[src/rtl/bus_pkg.sv]
// Shared types and default widths for the serial bus master port and its helpers.
package bus_pkg;

   localparam int DEF_ADDR_WIDTH = 16;
   localparam int DEF_DATA_WIDTH = 8;
   localparam int DEF_TIMEOUT    = 255;

   typedef enum logic [2:0] {
      S_IDLE  = 3'd0,
      S_REQ   = 3'd1,
      S_ADDR  = 3'd2,
      S_WDATA = 3'd3,
      S_WAIT  = 3'd4,
      S_RDATA = 3'd5,
      S_DONE  = 3'd6
   } state_t;

   function automatic int max_int(input int a, input int b);
      return (a > b) ? a : b;
   endfunction

endpackage

[src/rtl/bus_master_port_if.sv]
// Device request port plus the 1-bit arbitrated bus of bus_master_port.
// dvalid/dready: a request is taken on a rising edge with both high; dready then
// stays low until the transaction ends (DONE or timeout) and dvalid is ignored.
interface bus_master_port_if #(
   parameter int ADDR_WIDTH = bus_pkg::DEF_ADDR_WIDTH,
   parameter int DATA_WIDTH = bus_pkg::DEF_DATA_WIDTH
);
   logic                  dvalid;
   logic                  dmode;
   logic [ADDR_WIDTH-1:0] daddr;
   logic [DATA_WIDTH-1:0] dwdata;
   logic                  dready;
   logic [DATA_WIDTH-1:0] drdata;
   logic                  derr;
   logic                  mbreq;
   logic                  mbgrant;
   logic                  mwdata;
   logic                  mvalid;
   logic                  mmode;
   logic                  mrdata;
   logic                  mrvalid;
   logic                  sready;

   modport master (
      input  dvalid, dmode, daddr, dwdata, mbgrant, mrdata, mrvalid, sready,
      output dready, drdata, derr, mbreq, mwdata, mvalid, mmode
   );

   modport slave (
      output dvalid, dmode, daddr, dwdata, mbgrant, mrdata, mrvalid, sready,
      input  dready, drdata, derr, mbreq, mwdata, mvalid, mmode
   );
endinterface

[src/rtl/bus_shift_reg.sv]
// Parallel-load / serial-shift register, LSB first: a shift moves every bit one
// place toward bit 0 and enters shift_in at the MSB.
module bus_shift_reg #(
   parameter int WIDTH = bus_pkg::DEF_DATA_WIDTH
) (
   input  logic             clk,
   input  logic             rstn,
   input  logic             load,
   input  logic [WIDTH-1:0] load_val,
   input  logic             shift,
   input  logic             shift_in,
   output logic [WIDTH-1:0] q
);
   logic [WIDTH-1:0] q_q;
   logic [WIDTH-1:0] q_d;

   always_comb begin
      q_d = q_q;
      if (load) begin
         q_d = load_val;
      end else if (shift) begin
         q_d = {shift_in, q_q[WIDTH-1:1]};
      end
   end

   always_ff @(posedge clk or negedge rstn) begin
      if (!rstn) begin
         q_q <= '0;
      end else begin
         q_q <= q_d;
      end
   end

   assign q = q_q;
endmodule

[src/rtl/bus_master_port.sv]
// Serial bus master port: takes one device request at a time and moves it over a
// 1-bit arbitrated bus, restarting on grant loss and aborting on slave timeout.
module bus_master_port
   import bus_pkg::*;
#(
   parameter int ADDR_WIDTH = DEF_ADDR_WIDTH,
   parameter int DATA_WIDTH = DEF_DATA_WIDTH,
   parameter int TIMEOUT    = DEF_TIMEOUT
) (
   input  logic              clk,
   input  logic              rstn,
   bus_master_port_if.master bus,
   output state_t            dbg_state
);
   localparam int SW = max_int(ADDR_WIDTH, DATA_WIDTH);
   localparam int CW = (SW > 1) ? $clog2(SW) : 1;
   localparam int TW = $clog2(TIMEOUT + 1);

   state_t                state_q, state_d;
   logic [CW-1:0]         cnt_q, cnt_d;
   logic [TW-1:0]         wcnt_q, wcnt_d;
   logic [ADDR_WIDTH-1:0] addr_q, addr_d;
   logic [DATA_WIDTH-1:0] wdata_q, wdata_d;
   logic                  mode_q, mode_d;
   logic [DATA_WIDTH-1:0] drdata_q, drdata_d;
   logic                  derr_q, derr_d;

   logic                  tx_load, tx_shift, rx_shift, stall, shifting;
   logic [SW-1:0]         tx_load_val, tx_q;
   logic [DATA_WIDTH-1:0] rx_q;
   logic                  unused_bits;

   bus_shift_reg #(.WIDTH(SW)) u_tx (
      .clk(clk), .rstn(rstn), .load(tx_load), .load_val(tx_load_val),
      .shift(tx_shift), .shift_in(1'b0), .q(tx_q)
   );

   bus_shift_reg #(.WIDTH(DATA_WIDTH)) u_rx (
      .clk(clk), .rstn(rstn), .load(1'b0), .load_val('0),
      .shift(rx_shift), .shift_in(bus.mrdata), .q(rx_q)
   );

   // Upper tx bits and rx bit 0 are only consumed inside the shift registers.
   assign unused_bits = ^{tx_q[SW-1:1], rx_q[0]};

   always_comb begin
      state_d     = state_q;
      cnt_d       = cnt_q;
      wcnt_d      = wcnt_q;
      addr_d      = addr_q;
      wdata_d     = wdata_q;
      mode_d      = mode_q;
      drdata_d    = drdata_q;
      derr_d      = 1'b0;
      tx_load     = 1'b0;
      tx_load_val = '0;
      tx_load_val[ADDR_WIDTH-1:0] = addr_q;
      tx_shift    = 1'b0;
      rx_shift    = 1'b0;
      stall       = 1'b0;
      unique case (state_q)
         S_IDLE: begin
            if (bus.dvalid) begin
               addr_d  = bus.daddr;
               wdata_d = bus.dwdata;
               mode_d  = bus.dmode;
               state_d = S_REQ;
            end
         end
         S_REQ: begin
            // Address is reloaded every cycle here so a lost grant restarts at bit 0.
            tx_load = 1'b1;
            if (bus.mbgrant) begin
               state_d = S_ADDR;
               cnt_d   = '0;
            end
         end
         S_ADDR: begin
            if (!bus.mbgrant) begin
               state_d = S_REQ;
               cnt_d   = '0;
            end else if (cnt_q == CW'(ADDR_WIDTH - 1)) begin
               cnt_d  = '0;
               wcnt_d = '0;
               if (mode_q) begin
                  state_d     = S_WDATA;
                  tx_load     = 1'b1;
                  tx_load_val = '0;
                  tx_load_val[DATA_WIDTH-1:0] = wdata_q;
               end else begin
                  state_d = S_WAIT;
               end
            end else begin
               tx_shift = 1'b1;
               cnt_d    = cnt_q + CW'(1);
            end
         end
         S_WDATA: begin
            if (!bus.mbgrant) begin
               state_d = S_REQ;
               cnt_d   = '0;
            end else if (cnt_q == CW'(DATA_WIDTH - 1)) begin
               state_d = S_WAIT;
               cnt_d   = '0;
               wcnt_d  = '0;
            end else begin
               tx_shift = 1'b1;
               cnt_d    = cnt_q + CW'(1);
            end
         end
         S_WAIT: begin
            if (mode_q) begin
               if (bus.sready) state_d = S_DONE;
               else            stall   = 1'b1;
            end else if (bus.mrvalid) begin
               rx_shift = 1'b1;
               cnt_d    = CW'(1);
               wcnt_d   = '0;
               state_d  = S_RDATA;
            end else begin
               stall = 1'b1;
            end
         end
         S_RDATA: begin
            if (bus.mrvalid) begin
               rx_shift = 1'b1;
               wcnt_d   = '0;
               if (cnt_q == CW'(DATA_WIDTH - 1)) begin
                  drdata_d = {bus.mrdata, rx_q[DATA_WIDTH-1:1]};
                  cnt_d    = '0;
                  state_d  = S_DONE;
               end else begin
                  cnt_d = cnt_q + CW'(1);
               end
            end else begin
               stall = 1'b1;
            end
         end
         S_DONE:  state_d = S_IDLE;
         default: state_d = S_IDLE;
      endcase
      if (stall) begin
         if (wcnt_q == TW'(TIMEOUT - 1)) begin
            derr_d  = 1'b1;
            state_d = S_IDLE;
            wcnt_d  = '0;
            cnt_d   = '0;
         end else begin
            wcnt_d = wcnt_q + TW'(1);
         end
      end
   end

   always_ff @(posedge clk or negedge rstn) begin
      if (!rstn) begin
         state_q  <= S_IDLE;
         cnt_q    <= '0;
         wcnt_q   <= '0;
         addr_q   <= '0;
         wdata_q  <= '0;
         mode_q   <= 1'b0;
         drdata_q <= '0;
         derr_q   <= 1'b0;
      end else begin
         state_q  <= state_d;
         cnt_q    <= cnt_d;
         wcnt_q   <= wcnt_d;
         addr_q   <= addr_d;
         wdata_q  <= wdata_d;
         mode_q   <= mode_d;
         drdata_q <= drdata_d;
         derr_q   <= derr_d;
      end
   end

   assign shifting    = (state_q == S_ADDR) || (state_q == S_WDATA);
   assign bus.dready  = (state_q == S_IDLE);
   assign bus.mbreq   = (state_q == S_REQ) || shifting ||
                        (state_q == S_WAIT) || (state_q == S_RDATA);
   assign bus.mvalid  = shifting;
   assign bus.mwdata  = shifting ? tx_q[0] : 1'b0;
   assign bus.mmode   = bus.mbreq ? mode_q : 1'b0;
   assign bus.drdata  = drdata_q;
   assign bus.derr    = derr_q;
   assign dbg_state   = state_q;
endmodule

[src/flat_wrapper.sv]
// flat-port wrapper written by rule: the top's interface ports become plain ports
module bus_master_port_flat import bus_pkg::*;
#(
   parameter int ADDR_WIDTH = DEF_ADDR_WIDTH,
   parameter int DATA_WIDTH = DEF_DATA_WIDTH,
   parameter int TIMEOUT    = DEF_TIMEOUT
)
  (clk, rstn, dbg_state, bus_dvalid, bus_dmode, bus_daddr, bus_dwdata, bus_mbgrant, bus_mrdata, bus_mrvalid, bus_sready, bus_dready, bus_drdata, bus_derr, bus_mbreq, bus_mwdata, bus_mvalid, bus_mmode);
  bus_master_port_if #(.ADDR_WIDTH(ADDR_WIDTH), .DATA_WIDTH(DATA_WIDTH)) bus_i ();
  input  logic clk;
  input  logic rstn;
  output state_t dbg_state;
  input wire logic [$bits(bus_i.dvalid)-1:0] bus_dvalid;
  input wire logic [$bits(bus_i.dmode)-1:0] bus_dmode;
  input wire logic [$bits(bus_i.daddr)-1:0] bus_daddr;
  input wire logic [$bits(bus_i.dwdata)-1:0] bus_dwdata;
  input wire logic [$bits(bus_i.mbgrant)-1:0] bus_mbgrant;
  input wire logic [$bits(bus_i.mrdata)-1:0] bus_mrdata;
  input wire logic [$bits(bus_i.mrvalid)-1:0] bus_mrvalid;
  input wire logic [$bits(bus_i.sready)-1:0] bus_sready;
  output wire logic [$bits(bus_i.dready)-1:0] bus_dready;
  output wire logic [$bits(bus_i.drdata)-1:0] bus_drdata;
  output wire logic [$bits(bus_i.derr)-1:0] bus_derr;
  output wire logic [$bits(bus_i.mbreq)-1:0] bus_mbreq;
  output wire logic [$bits(bus_i.mwdata)-1:0] bus_mwdata;
  output wire logic [$bits(bus_i.mvalid)-1:0] bus_mvalid;
  output wire logic [$bits(bus_i.mmode)-1:0] bus_mmode;
  assign bus_i.dvalid = bus_dvalid;
  assign bus_i.dmode = bus_dmode;
  assign bus_i.daddr = bus_daddr;
  assign bus_i.dwdata = bus_dwdata;
  assign bus_i.mbgrant = bus_mbgrant;
  assign bus_i.mrdata = bus_mrdata;
  assign bus_i.mrvalid = bus_mrvalid;
  assign bus_i.sready = bus_sready;
  assign bus_dready = bus_i.dready;
  assign bus_drdata = bus_i.drdata;
  assign bus_derr = bus_i.derr;
  assign bus_mbreq = bus_i.mbreq;
  assign bus_mwdata = bus_i.mwdata;
  assign bus_mvalid = bus_i.mvalid;
  assign bus_mmode = bus_i.mmode;
  bus_master_port #(.ADDR_WIDTH(ADDR_WIDTH), .DATA_WIDTH(DATA_WIDTH), .TIMEOUT(TIMEOUT)) u_core (.clk(clk), .rstn(rstn), .bus(bus_i), .dbg_state(dbg_state));
endmodule
[config.mk]
export PLATFORM = sky130hd
export DESIGN_NAME = bus_master_port_flat
export DESIGN_NICKNAME = d
export VERILOG_FILES = /design/src/rtl/bus_pkg.sv /design/src/rtl/bus_master_port_if.sv /design/src/rtl/bus_shift_reg.sv /design/src/rtl/bus_master_port.sv /design/src/flat_wrapper.sv
export SDC_FILE = /design/constraint.sdc
export NUM_CORES = 1
export LEC_CHECK = 0
export ABC_AREA = 1
export CAP_MARGIN = 25
export CORE_AREA = 2 2 89 91
export DETAILED_ROUTE_END_ITERATION = 8
export DIE_AREA = 0 0 91 93
export GPL_ROUTABILITY_DRIVEN = 0
export PLACE_DENSITY = 0.78
export SLEW_MARGIN = 20
export SYNTH_ARGS = -nofsm -noshare
export SYNTH_HDL_FRONTEND = slang
export SYNTH_HIERARCHICAL = 1
export SYNTH_SLANG_ARGS = --single-unit
[constraint.sdc]
create_clock -name clk -period 4.6 [get_ports clk]
set_input_delay 0.46 -clock clk [delete_from_list [all_inputs] [get_ports clk]]
set_output_delay 0.46 -clock clk [all_outputs]
set_load 0.01 [all_outputs]
==> run metrics, run 1 <==
outcome=completed; CTS clock-pin slew for the worst setup and hold paths=0.08 ns; clock tree root buffer cell=sky130_fd_sc_hd__clkbuf_8; count of buffers inserted at the top-level ports=48; wire length of the first global-routing pass=roughly 14,000 µm; Mapped Avg Cell Area=8.868 µm²; Crit Path Max Fanout=12; number of standard-cell rows in the floorplan=32; kind of capture point of the worst setup path=primary output; vertical die dimension=93 µm; worst setup path startpoint=u_core/dbg_state[2]$_DFF_PN0_; width of the die=91 µm; total CTS buffers=9; overall track demand over capacity in global routing=0.2020; worst endpoint data arrival time=2.20 ns; total internal power=between 1 and 1.5 mW; R2R depth=10; area growth from synthesis to layout=17.20%; Switching Power=0.8466 mW; worst-case clock skew=0.01336 ns; CTS sink count=72; Finish-stage setup viols=0; type of the setup path with the least slack=reg2out; insertion delay to the later sink of the worst-skew pair=~0.35 ns; final count of hold timing violations=0; Final Max Slew Viols=0; WL/cell=13.41 µm; standard cell core area=roughly 7500 µm²; gate count after technology mapping=434; worst hold path class=in2async; final WL=7965 µm; number of cells after detailed placement=577; hold-fix buffer count after cts=0; leakage power figure=2.251 nW; Antenna Diode Count=0; Detailed Routing Iterations Pass 1=5; count of antenna-violating nets left after detailed routing=0; time the final worst path needs with I/O delays and setup=2.663 ns; fmax=0.3755 GHz; maximum number of pins on one net before global-route repair=40; count of H-tree levels built during CTS=3; switching part of the total=0.3710; count of nets after finishing=522; setup slack, reg-to-reg=about 2.2 ns; transition time at the pin with the least slew margin=about 0.73 ns; ratio of cells with drive above 1 in the final layout=0.1524; PD cells=505.9 nW/µm²; relative contribution of combinational cells to total power=0.376; global route overflow=0; effective utilization at floorplan=0.5113; number of buffers on the longest clock path=2; non-filler instance count after layout=594; startpoint of the lowest-slack register-to-register path=u_core/cnt_q[0]$_DFF_PN0_; total I/O pin count=49; die footprint=between 8000 and 9000 µm²; Final period util=0.5789; antenna violations before repair=0; RSZ-0062 raised after global routing=no; Reg-to-Reg End=u_core/u_tx/q[0]$_DFFE_PN0P_; Max-Slew Margin vs Limit=0.5136; post-CTS setup buffer count=0; type of origin of the critical path=flop; warnings from Yosys=6; total negative setup slack=0 ns; clock power share=0.192; Filler cells=676; number of maximum-capacitance violations=0; post-synthesis instance area=3849 µm²; Worst Path Required=4.14 ns; TritonCTS clock tree=yes; sequential power share=0.432; DRC violation total after the first TritonRoute iteration=166; via density per instance=5.204; Post-CTS Resized=0; Final HPWL DP=5698 µm; Critical Path End=bus_mmode; peak ir drop on the vdd network=0.2936 mV; number of global-route vias before repair=3,100; count of vias placed by the detailed router=3,091; drt drc=0
-- per-layer routing --
metal / track usage / share of wire / vias up
met1: 0.2532 / 0.44 / 1468
met4: 0.1124 / 0.024 / 0
met5: 0 / 0 / -
met2: 0.3290 / 0.48 / 85
li1: - / - / 1515
met3: 0.04110 / 0.048 / 23
-- worst min-delay path by stage --
stage | start | to | slack [ns] | depth (start not counted)
5_1_grt | rstn | u_core/wdata_q[4]$_DFFE_PN0P_ | 0.25 | 1
2_1_floorplan | rstn | u_core/addr_q[0]$_DFFE_PN0P_ | 0.16 | 0
3_5_place_dp | u_core/u_rx/q[1]$_DFFE_PN0P_ | u_core/u_rx/q[1]$_DFFE_PN0P_ | 0.47 | 2
6_report | rstn | u_core/wdata_q[3]$_DFFE_PN0P_ | 0.17 | 1
4_1_cts | rstn | u_core/wdata_q[3]$_DFFE_PN0P_ | 0.20 | 1
3_3_place_gp | u_core/u_tx/q[1]$_DFFE_PN0P_ | u_core/u_tx/q[1]$_DFFE_PN0P_ | 0.47 | 2
-- critical path, cell delays in order, from the launching register on --
cell and delay [ns]:
sky130_fd_sc_hd__dfrtp_1 0.73, sky130_fd_sc_hd__inv_2 0.22, sky130_fd_sc_hd__o21ai_0 0.14, sky130_fd_sc_hd__nand3_1 0.17
sky130_fd_sc_hd__nand2_1 0.09, sky130_fd_sc_hd__inv_1 0.04, sky130_fd_sc_hd__clkdlybuf4s50_1 0.46
-- power by group through the flow --
stage	Sequential [mW]	Combinational, mW	Clock [mW]
global route	1.01	0.966	0.469
finish	0.986	0.857	0.439
floorplan	0.939	0.736	0
global placement	0.991	0.835	0
CTS	0.985	0.862	0.445
detailed placement	0.996	0.857	0
-- per-stage QoR --
step | total power [mW] | hold slack, ns | utilization | cell area (µm²) | setup slack, ns
2_1_floorplan | 1.675 | 0.1644 | - | 3879 | 2.787
6_report | 2.282 | 0.1670 | 0.5992 | 4511 | 1.937
4_1_cts | 2.291 | 0.1975 | 0.5986 | 4506 | 1.949
3_3_place_gp | 1.827 | 0.4665 | 0.5765 | 4339 | 2.057
5_1_grt | 2.448 | 0.2481 | 0.5992 | 4511 | 1.764
3_5_place_dp | 1.853 | 0.4694 | 0.5765 | 4339 | 2.001
-- sequential cells by signal, summed over array words and instances, names as in the netlist --
register           flops
u_core/addr_q         16
u_core/u_tx/q         16
u_core/bus.drdata      8
u_core/wcnt_q          8
u_core/wdata_q         8
u_core/u_rx/q          7
u_core/cnt_q           4
u_core/dbg_state       3
u_core/bus.derr        1
u_core/mode_q          1
-- final cells by class --
class,instances,area [µm²],share of cell area
Clock buffer,13,148.9,0.03301
Clock inverter,3,17.52,0.003883
Inverter,36,138.9,0.03079
Multi-Input combinational cell,317,1780,0.3947
Sequential cell,72,1802,0.3994
Tap cell,102,127.6,0.02829
Timing Repair Buffer,51,495.5,0.1098
-- layout by cell type, fill, tap and decap left out, types with 3 or more instances in the layout --
| cell type | instances |
|---|---|
| sky130_fd_sc_hd__a21oi_1 | 13 |
| sky130_fd_sc_hd__clkbuf_1 | 3 |
| sky130_fd_sc_hd__clkbuf_8 | 10 |
| sky130_fd_sc_hd__clkdlybuf4s50_1 | 47 |
| sky130_fd_sc_hd__clkinv_2 | 3 |
| sky130_fd_sc_hd__conb_1 | 9 |
| sky130_fd_sc_hd__dfrtp_1 | 72 |
| sky130_fd_sc_hd__ha_1 | 3 |
| sky130_fd_sc_hd__inv_1 | 28 |
| sky130_fd_sc_hd__inv_2 | 6 |
| sky130_fd_sc_hd__mux2_2 | 12 |
| sky130_fd_sc_hd__mux2_4 | 10 |
| sky130_fd_sc_hd__nand2_1 | 116 |
| sky130_fd_sc_hd__nand2_2 | 5 |
| sky130_fd_sc_hd__nand2_4 | 3 |
| sky130_fd_sc_hd__nand3_1 | 67 |
| sky130_fd_sc_hd__nand3_4 | 3 |
| sky130_fd_sc_hd__nand4_1 | 12 |
| sky130_fd_sc_hd__nor2_1 | 31 |
| sky130_fd_sc_hd__nor2_2 | 4 |
| sky130_fd_sc_hd__nor2_4 | 6 |
| sky130_fd_sc_hd__nor3_1 | 3 |
| sky130_fd_sc_hd__o21ai_0 | 6 |
(Power assumes the default switching activity.)
==> run 2, diff against run 1 <==
clock period = 2.5 ns   (was 4.6 ns; I/O delays follow)
==> run metrics, run 2 (synthesized netlist as in run 1, its figures left out) <==
PD cells=935.8 nW/µm² (+85%); DRC violation total after the first TritonRoute iteration=213 (+28%); insertion delay to the later sink of the worst-skew pair=0.34 ns (about the same); worst-case clock skew=0.006164 ns (-0.007192 ns); number of maximum-capacitance violations=0 (unchanged); sequential power share=0.425 (-0.007); total internal power=2.682 mW (+87%); most common cell after layout, fill and taps aside=sky130_fd_sc_hd__nand2_1; Reg-to-Reg End=u_core/u_tx/q[12]$_DFFE_PN0P_; total negative setup slack=0 ns (unchanged); Finish-stage setup viols=0 (unchanged); final count of hold timing violations=0 (unchanged); hold-fix buffer count after cts=0 (unchanged); setup slack, reg-to-reg=0.43 ns (-1.73 ns); Switching Power=1.572 mW (+86%); Post-Place Setup Slack=0.4609 ns (-1.540 ns); CP Buf/Inv Count=2 (-1); maximum number of pins on one net before global-route repair=73 (+83%); top cell family by delay on the critical path=simple AND/OR/NAND/NOR gates; number of buffers on the longest clock path=2 (unchanged); clock tree root buffer cell=sky130_fd_sc_hd__clkbuf_8; highest-delay cell along the critical path=sky130_fd_sc_hd__dfrtp_1; count of antenna-violating nets left after detailed routing=0 (unchanged); leakage power figure=2.268 nW (+0.73%); number of standard-cell rows in the floorplan=32 (unchanged); antenna violations before repair=0 (unchanged); switching part of the total=0.3696 (-0.001465); count of buffers inserted at the top-level ports=48 (unchanged); global route overflow=0 (unchanged); outcome=completed; R2R depth=10 (unchanged); drt drc=0 (unchanged); worst path cell trace=nor2_4 > nand2_4 > nand3_1 > nand2_1 > inv_1 > clkdlybuf4s50_1; type of origin of the critical path=flop; count of H-tree levels built during CTS=3 (unchanged); final std cell area, no fill=4546 µm² (+0.78%); Post-CTS Resized=0 (unchanged); RSZ-0062 raised after global routing=no; die footprint=8463 µm² (unchanged); Detailed Routing Iterations Pass 1=4 (-1); longest individual stage delay on the worst path=0.56 ns (-0.17 ns); transition time at the pin with the least slew margin=0.9096 ns (+0.1801 ns); Filler cells=672 (-0.59%); ratio of cells with drive above 1 in the final layout=0.1599 (+0.007480); peak ir drop on the vdd network=0.5486 mV (+87%); standard cell core area=7527 µm² (unchanged); relative contribution of combinational cells to total power=0.377 (about the same); time the final worst path needs with I/O delays and setup=2.301 ns; startpoint of the lowest-slack register-to-register path=u_core/cnt_q[0]$_DFF_PN0_; Antenna Diode Count=0 (unchanged); wire length of the first global-routing pass=13,940 µm (+0.96%); fmax=0.4346 GHz; Worst Slack Setup Final=0.1991 ns (-1.738 ns); count of vias placed by the detailed router=3,082 (-0.29%); post-CTS setup buffer count=0 (unchanged); final WL=7876 µm (-1.1%); via density per instance=5.171 (-0.63%); vertical die dimension=93 µm (unchanged); CTS sink count=72 (unchanged); cell area after placement=4362 µm² (+0.52%); TritonCTS clock tree=yes; overall track demand over capacity in global routing=0.2021 (about the same); worst hold path class=in2async; combined flip-flop and latch cell area=1802 µm² (unchanged); area taken by multi-input logic gates=1780 µm² (unchanged); Max-Slew Margin vs Limit=0.3936 (-0.1200); type of the setup path with the least slack=reg2out; Crit Path Max Fanout=13 (+1); Final Max Slew Viols=0 (unchanged); number of global-route vias before repair=3,083 (-0.55%); clock power share=0.198 (+0.006); Final period util=0.9204; count of nets after finishing=524 (+0.38%); Final HPWL DP=5568 µm (-2.3%); WL/cell=13.21 µm (-1.4%); area growth from synthesis to layout=18.11%; worst endpoint data arrival time=2.05 ns (-0.15 ns); effective utilization at floorplan=0.5113 (unchanged); kind of capture point of the worst setup path=primary output; total CTS buffers=9 (unchanged); total I/O pin count=49 (unchanged); commonest cells after routing, fill and taps aside=116 x sky130_fd_sc_hd__nand2_1, 72 x sky130_fd_sc_hd__dfrtp_1, 67 x sky130_fd_sc_hd__nand3_1; CTS clock-pin slew for the worst setup and hold paths=0.07 ns (about the same); Worst Path Required=2.25 ns (-1.89 ns); width of the die=91 µm (unchanged)
[run 2: changes by cell type in the layout (fill, tap and decap cells not counted), sizes merged]
cell	delta
clkinvlp	+1
clkbuf	-2
buf	+3
[run 2: worst max path at each step]
stage / cells past startpoint / start / endpoint
after floorplan: 12 / u_core/dbg_state[2]$_DFF_PN0_ / u_core/u_tx/q[3]$_DFFE_PN0P_
after global placement: 8 / bus_mbgrant / u_core/u_tx/q[7]$_DFFE_PN0P_
after detailed placement: 10 / u_core/cnt_q[0]$_DFF_PN0_ / u_core/u_tx/q[12]$_DFFE_PN0P_
after CTS: 6 / u_core/dbg_state[0]$_DFF_PN0_ / bus_mmode
after global routing: 6 / u_core/dbg_state[0]$_DFF_PN0_ / bus_mmode
final: 6 / u_core/dbg_state[0]$_DFF_PN0_ / bus_mmode
[run 2: per-layer routing]
metal  track usage  wire length (µm)  up-vias
met2        0.3358              3868       84
met1        0.2601              3463     1468
met3       0.04110               407       16
li1              -                 -     1514
met5             0                 0        -
met4       0.08333               137        0
[run 2: cell type report]
class | instances | area share
Clock inverter | 4 | 0.006331
Tap cell | 102 | 0.02808
Inverter | 36 | 0.03055
Multi-Input combinational cell | 317 | 0.3917
Sequential cell | 72 | 0.3964
Timing Repair Buffer | 53 | 0.1129
Clock buffer | 12 | 0.03413
[run 2: per-stage QoR]
step | hold WS (ns) | utilization | std cells | total power [mW]
global placement | 0.4641 | 0.5795 | 580 | 3.371
CTS | 0.1444 | 0.6039 | 596 | 4.297
floorplan | -0.04559 | - | 442 | 3.082
detailed placement | 0.4697 | 0.5795 | 580 | 3.438
global route | 0.1958 | 0.6039 | 596 | 4.595
finish | 0.1051 | 0.6039 | 596 | 4.254
[run 2: power by group through the flow]
stage                     clock network (mW)  registers, mW  logic, mW
after floorplan                            0           1.73       1.35
after global placement                     0           1.81       1.56
after detailed placement                   0           1.83       1.61
after CTS                              0.872           1.81       1.62
after global routing                   0.920           1.86       1.81
final                                  0.844           1.81       1.60
